===== config.mk =====
export PLATFORM = sky130hd
export DESIGN_NAME = uart_cmd_rx
export DESIGN_NICKNAME = d
export VERILOG_FILES = /design/src/rtl/uart_cmd_rx.sv
export SDC_FILE = /design/constraint.sdc
export NUM_CORES = 1
export LEC_CHECK = 0
export ABC_AREA = 1
export ABC_CLOCK_PERIOD_IN_PS = 2000
export CORE_MARGIN = 8
export CORE_UTILIZATION = 43
export DETAILED_ROUTE_END_ITERATION = 8
export HOLD_SLACK_MARGIN = 0.12
export PLACE_DENSITY = 0.73
export SETUP_SLACK_MARGIN = 0.05
export SYNTH_ARGS = -nofsm -noshare
export SYNTH_HDL_FRONTEND = slang
export SYNTH_SLANG_ARGS = --single-unit

===== constraint.sdc =====
create_clock -name clock -period 2 [get_ports clock]
set_clock_uncertainty 0.05 [all_clocks]
set_input_delay 0.4 -clock clock [delete_from_list [all_inputs] [get_ports clock]]
set_output_delay 0.4 -clock clock [all_outputs]
set_load 0.005 [all_outputs]

===== src/rtl/uart_cmd_rx.sv =====
// uart_cmd_rx: 8N1 UART receiver assembling {header(opcode), operand(a,b)} command frames with strobed outputs
module uart_cmd_rx #(
  parameter int CLKS_PER_BIT = 16,
  parameter logic [4:0] HDR_TAG = 5'b10100,
  parameter int TIMEOUT_BITS = 20
) (
  input  logic       clock,
  input  logic       reset,
  input  logic       ena,
  input  logic       rx,
  output logic [7:0] rx_byte,
  output logic       rx_byte_valid,
  output logic [2:0] opcode,
  output logic [3:0] a,
  output logic [3:0] b,
  output logic       cmd_valid,
  output logic       frame_err,
  output logic       hdr_err,
  output logic       busy
);
  localparam int CW = $clog2(CLKS_PER_BIT);
  localparam int TO_N = TIMEOUT_BITS * CLKS_PER_BIT;
  localparam int TW = $clog2(TO_N + 1);
  localparam logic [CW-1:0] HALF_M1 = CW'(CLKS_PER_BIT / 2 - 1);
  localparam logic [CW-1:0] FULL_M1 = CW'(CLKS_PER_BIT - 1);
  localparam logic [TW-1:0] TO_LOAD = TW'(TO_N);
  typedef enum logic [2:0] {RX_IDLE, RX_START, RX_DATA, RX_STOP, RX_BREAK} rx_state_t;
  typedef enum logic {WAIT_HDR, WAIT_OPD} asm_state_t;
  logic rx_m, rx_s;
  rx_state_t rx_state, rx_next;
  asm_state_t asm_state, asm_next;
  logic [CW-1:0] cnt, cnt_next;
  logic [2:0] bit_idx, bit_next;
  logic [7:0] shreg, sh_next;
  logic [2:0] pend_op, pend_next;
  logic [TW-1:0] tmo, tmo_next;
  logic byte_done, ferr_now, cmd_now, hdr_now, tick_full;
  assign busy = (rx_state != RX_IDLE) || (asm_state != WAIT_HDR);
  assign tick_full = cnt == FULL_M1;
  always_comb begin
    rx_next = rx_state;
    cnt_next = cnt + 1'b1;
    bit_next = bit_idx;
    sh_next = shreg;
    byte_done = 1'b0;
    ferr_now = 1'b0;
    case (rx_state)
      RX_IDLE: begin
        cnt_next = '0;
        rx_next = rx_s ? RX_IDLE : RX_START;
      end
      RX_START: if (cnt == HALF_M1) begin
        cnt_next = '0;
        bit_next = '0;
        rx_next = rx_s ? RX_IDLE : RX_DATA;
      end
      RX_DATA: if (tick_full) begin
        cnt_next = '0;
        sh_next = {rx_s, shreg[7:1]};
        bit_next = bit_idx + 3'd1;
        rx_next = (bit_idx == 3'd7) ? RX_STOP : RX_DATA;
      end
      RX_STOP: if (tick_full) begin
        cnt_next = '0;
        byte_done = rx_s;
        ferr_now = !rx_s;
        rx_next = rx_s ? RX_IDLE : RX_BREAK;
      end
      RX_BREAK: begin
        cnt_next = '0;
        rx_next = rx_s ? RX_IDLE : RX_BREAK;
      end
      default: rx_next = RX_IDLE;
    endcase
  end
  always_comb begin
    asm_next = asm_state;
    pend_next = pend_op;
    tmo_next = tmo;
    cmd_now = 1'b0;
    hdr_now = 1'b0;
    if (asm_state == WAIT_HDR) begin
      if (byte_done && shreg[7:3] == HDR_TAG) begin
        asm_next = WAIT_OPD;
        pend_next = shreg[2:0];
        tmo_next = TO_LOAD;
      end
      hdr_now = byte_done && shreg[7:3] != HDR_TAG;
    end else begin
      tmo_next = tmo - 1'b1;
      cmd_now = byte_done;
      hdr_now = !byte_done && !ferr_now && tmo <= TW'(1);
      asm_next = (byte_done || ferr_now || hdr_now) ? WAIT_HDR : WAIT_OPD;
    end
  end
  always_ff @(posedge clock) begin
    if (reset) begin
      rx_m <= 1'b1;
      rx_s <= 1'b1;
      rx_state <= RX_IDLE;
      asm_state <= WAIT_HDR;
      cnt <= '0;
      bit_idx <= '0;
      shreg <= '0;
      pend_op <= '0;
      tmo <= '0;
      rx_byte <= '0;
      opcode <= '0;
      a <= '0;
      b <= '0;
      rx_byte_valid <= 1'b0;
      frame_err <= 1'b0;
      cmd_valid <= 1'b0;
      hdr_err <= 1'b0;
    end else begin
      rx_m <= rx;
      rx_s <= rx_m;
      rx_byte_valid <= ena && byte_done;
      frame_err <= ena && ferr_now;
      cmd_valid <= ena && cmd_now;
      hdr_err <= ena && hdr_now;
      if (!ena) begin
        rx_state <= RX_IDLE;
        asm_state <= WAIT_HDR;
        cnt <= '0;
      end else begin
        rx_state <= rx_next;
        asm_state <= asm_next;
        cnt <= cnt_next;
        bit_idx <= bit_next;
        shreg <= sh_next;
        pend_op <= pend_next;
        tmo <= tmo_next;
        if (byte_done) rx_byte <= shreg;
        if (cmd_now) begin
          opcode <= pend_op;
          a <= shreg[7:4];
          b <= shreg[3:0];
        end
      end
    end
  end
endmodule


==> results.md <==
- The run finished with clean final reports.
- The critical path in this run is classified as reg -> out.
- The buffering stage count on the worst path with inverters included is 2.
- In this run the standard cell core region covers around 5500 um2.
- The count of inserted antenna diode cells is 0.
- In the final layout, the share of cells above drive strength 1 is 10.5%.
- The proportion of power drawn by combinational gates is 2.9%.
- Summed over all cells, the static leakage comes to 0.00118 uW.
- Summed over all nets, the switching power comes to just over 400 uW.
- The fmax is 0.539 GHz.
- The source of the worst register-to-register timing path is cnt[0].
- The register bit total from synthesis is 56.
- In the finished design, the share of the clock period the worst path needs comes to slightly above 90%.
- The insertion delay to the later sink of the worst-skew pair is 310 ps.
- The kind of cell with the highest combined delay along the critical path is buffers and inverters.
- The dominant synthesized flop cell is sky130_fd_sc_hd__dfxtp_1.
- At the end of the flow, the number of nets in the layout was ~370.
- Across all hold checks on the routed design, the worst slack comes to about 370 ps.
- The most common cell in the synthesized netlist is sky130_fd_sc_hd__nand2_1.
- The setup TNS after final layout is 0 ps.
- From synthesis to final layout, the design area changed by 21.2%.
- The post-route minimum period is between 1500 and 2000 ps.
- The global placement routability congestion is 0.817.
- TritonCTS created 5 clock buffers.
- The number of maximum-capacitance constraint violations is 0.
- The worst setup path is launched from a register.
- Measured along the x axis, the die boundary spans 91.2 um.
- 28 I/O pins were placed.
- The number of search-and-repair iterations in the first detailed-routing pass is 4.
- By count the netlist is led by sky130_fd_sc_hd__nand2_1, sky130_fd_sc_hd__dfxtp_1, sky130_fd_sc_hd__a21oi_1, sky130_fd_sc_hd__nor2_1, sky130_fd_sc_hd__inv_1.
- For the pin with the worst max-slew slack, the measured transition is 361 ps.
- The worst hold path belongs to the class reg -> reg.
- The netlist area before placement is 2430 um2.
- In this run the mean area of a mapped cell was 7.44 um2.
- STA puts the critical path data required time at 1550 ps.
- The detail route stage leaves a number of antenna-violating nets equal to 0.
- The number of failing hold endpoints at the final stage is 0.
- The die is 91.2 um tall.
- The post-synthesis sequential area ratio is a little under half.
- The power density relative to cell area is 654 nW/um2.
- The delay of the slowest critical-path stage is 510 ps.
- The final max-slew violation count was 0.
- In the global route stage, overall resource usage came out at approximately 13%.
- The sequential share of power is 57.9%.
- The capture point of the worst reg-to-reg path is rx_byte[6].
- The cell with the biggest individual delay on the critical path is sky130_fd_sc_hd__clkdlybuf4s50_1.
- The TritonCTS clock tree is done.
- The number of warnings reported in the yosys synthesis log is 0.
- The number of hold buffers added after CTS is 0.
- The signal arrival time at the worst endpoint is 1400 ps.
- The wire length of the first global-routing pass is 9160 um.
- Summed over all nets, the half-perimeter wirelength after detailed placement is ~4000 um.
- The largest area contributor in the netlist is sky130_fd_sc_hd__dfxtp_1.
- The final route contains approximately 2,200 vias.
- The sum of overflow across all layers after global routing is 0.
- The die outline area is 8320 um2.
- The clock network burns 39.2% of the power.
- After synthesis, the cell types taking the most area are sky130_fd_sc_hd__dfxtp_1, sky130_fd_sc_hd__nand2_1, sky130_fd_sc_hd__a21oi_1.
- The placed instances occupy a cell area of 2830 um2.
- Along the worst hold path, the cell count comes to 1.
- The largest net degree at the start of global routing is 26.
- The initial antenna violation count is 0.
- In this run the most critical hold path is launched from rx_m.
- The effective utilization at floorplan is 44.4%.
- The number of DRC violations after detailed-routing iteration 0 is approximately 120.
- Synthesis instantiated 28 different standard cells from the library.
- The clock sink count is 56.
- The maximum clock path buffer count is 2.
- Across all register-to-register paths, the minimum setup slack is 310 ps.
- After detailed routing, the number of remaining DRC violations is 0.
- The tree is rooted in a sky130_fd_sc_hd__clkbuf_8.
- Of all nets on the critical path, the largest fanout is 5.
- Walking the worst path, the cells encountered are inv_1, nand3_1, clkdlybuf4s50_1.
- The portion of synthesized cell area occupied by the leading cell type is a little under half.
- The highest ir drop seen on vdd is 0.000368 V.
- After floorplanning, the core was divided into 27 placement rows.
- The number of enable flip-flop cells after synthesis is 0.
- The internal power of the cells totals approximately 1500 uW.
- The critical path runs through a total of 3 cells.
- The post-synthesis instance total is about 330.
- The routed length per instance is roughly 12 um.
- Counting flops with an async set or reset pin after synthesis yields a share of 0%.
- The worst hold path terminates at rx_s.
- The clock tree synthesis step divided the H-tree into 2 levels.
- The register clock-pin slew on the reported worst setup and hold paths is 100 ps.
- The count of port buffers added during placement is 27.
- The total setup buffers inserted after CTS is 0.
- In this run the tightest slew margin relative to its limit is about three quarters.
- Setup repair after global routing left no endpoint under its margin.
- Measured in cells, the most critical reg-to-reg path has a length of 6.
- In this run switching power makes up 21.5% of total power.
- Dividing the detail-routed via count by the number of cells gives 4.96.
- The via count of the first global-routing pass is 2,016.
- The finished cells cover ~2900 um2.
- The post-synthesis net count is about 340.
- Setup violations remaining at the end of the flow were counted as 0.
- The final layout contains routed wiring with a total length of 5340 um.
- The critical path capture point type is a primary output.
-- placed cells by master (no fill, tap or decap), types with 4 or more instances in the layout --
cell / instances
sky130_fd_sc_hd__clkbuf_8: 5
sky130_fd_sc_hd__inv_1: 38
sky130_fd_sc_hd__dfxtp_1: 54
sky130_fd_sc_hd__nand3_1: 22
sky130_fd_sc_hd__nand4_1: 4
sky130_fd_sc_hd__ha_1: 5
sky130_fd_sc_hd__a21oi_1: 39
sky130_fd_sc_hd__or2_2: 4
sky130_fd_sc_hd__clkdlybuf4s50_1: 27
sky130_fd_sc_hd__buf_4: 10
sky130_fd_sc_hd__o21ai_0: 28
sky130_fd_sc_hd__a211oi_1: 5
sky130_fd_sc_hd__nand2_1: 58
sky130_fd_sc_hd__nor2_1: 39
-- logic make-up (layout without fill, tap and decap cells) --
logic type	count (synthesis)	after routing	share of synthesized area [%]
AOI/OAI and AO/OA	75	75	16.3
adders and majority gates	5	5	2.57
buffers and inverters	49	85	7.82
DFF	56	56	46.1
xor gates and xnor gates	2	2	0.720
and+or+nand+nor	140	140	26.5
-- metal layers --
metal	part of all wire (%)	vias up	wire, um	global-route usage, %
li1	-	1129	-	-
met1	47	978	2500	15.6
met2	47	44	2490	21.9
met3	5.1	5	271	2.88
met4	1.5	0	78	4.50
met5	0	-	0	0
-- worst max path at each step --
stage	from	to
floorplan	cnt[0]	pend_op[0]
global placement	ena	rx_byte[6]
detailed placement	ena	rx_byte[6]
CTS	rx_state[2]	busy
global route	rx_state[2]	busy
finish	rx_state[2]	busy
-- registers in the layout, indices dropped and copies added, names as in the netlist, 3 cells and up --
| signal | count |
|---|---|
| b | 4 |
| tmo | 9 |
| bit_idx | 3 |
| rx_state | 3 |
| a | 4 |
| opcode | 3 |
| cnt | 4 |
| pend_op | 3 |
| rx_byte | 8 |
| shreg | 8 |
-- per-stage QoR --
step	util, %	total power, uW	setup WS, ps	std cells
floorplan	-	1180	577	327
global placement	51.7	1200	131	427
detailed placement	51.7	1200	66.2	427
CTS	53.8	1940	112	435
global route	53.9	2000	51.0	435
finish	53.9	1930	146	435
-- repair_timing --
action,in CTS,in global routing
gates cloned,0,0
resized for setup,1,2
setup endpoints to repair,1,1
-- cell type report --
| cell class | count | area (um2) |
|---|---|---|
| fillers | 545 | 2520 |
| flip-flops and latches | 56 | 1130 |
| multi-input cells | 222 | 1120 |
| repair buffers | 37 | 345 |
| inverters | 40 | 150 |
| well taps | 72 | 90.1 |
| clock buffers | 5 | 68.8 |
| clock inverters | 3 | 47.5 |
-- power by group through the flow --
| stage | combinational (uW) | sequential, uW | clock, uW |
|---|---|---|---|
| floorplan | 34.3 | 1140 | 0 |
| global placement | 54.7 | 1140 | 0 |
| detailed placement | 55.4 | 1140 | 0 |
| CTS | 55.4 | 1120 | 769 |
| global route | 62.3 | 1120 | 815 |
| finish | 55.5 | 1120 | 756 |
No activity file was read; power rests on OpenSTA's default activity.
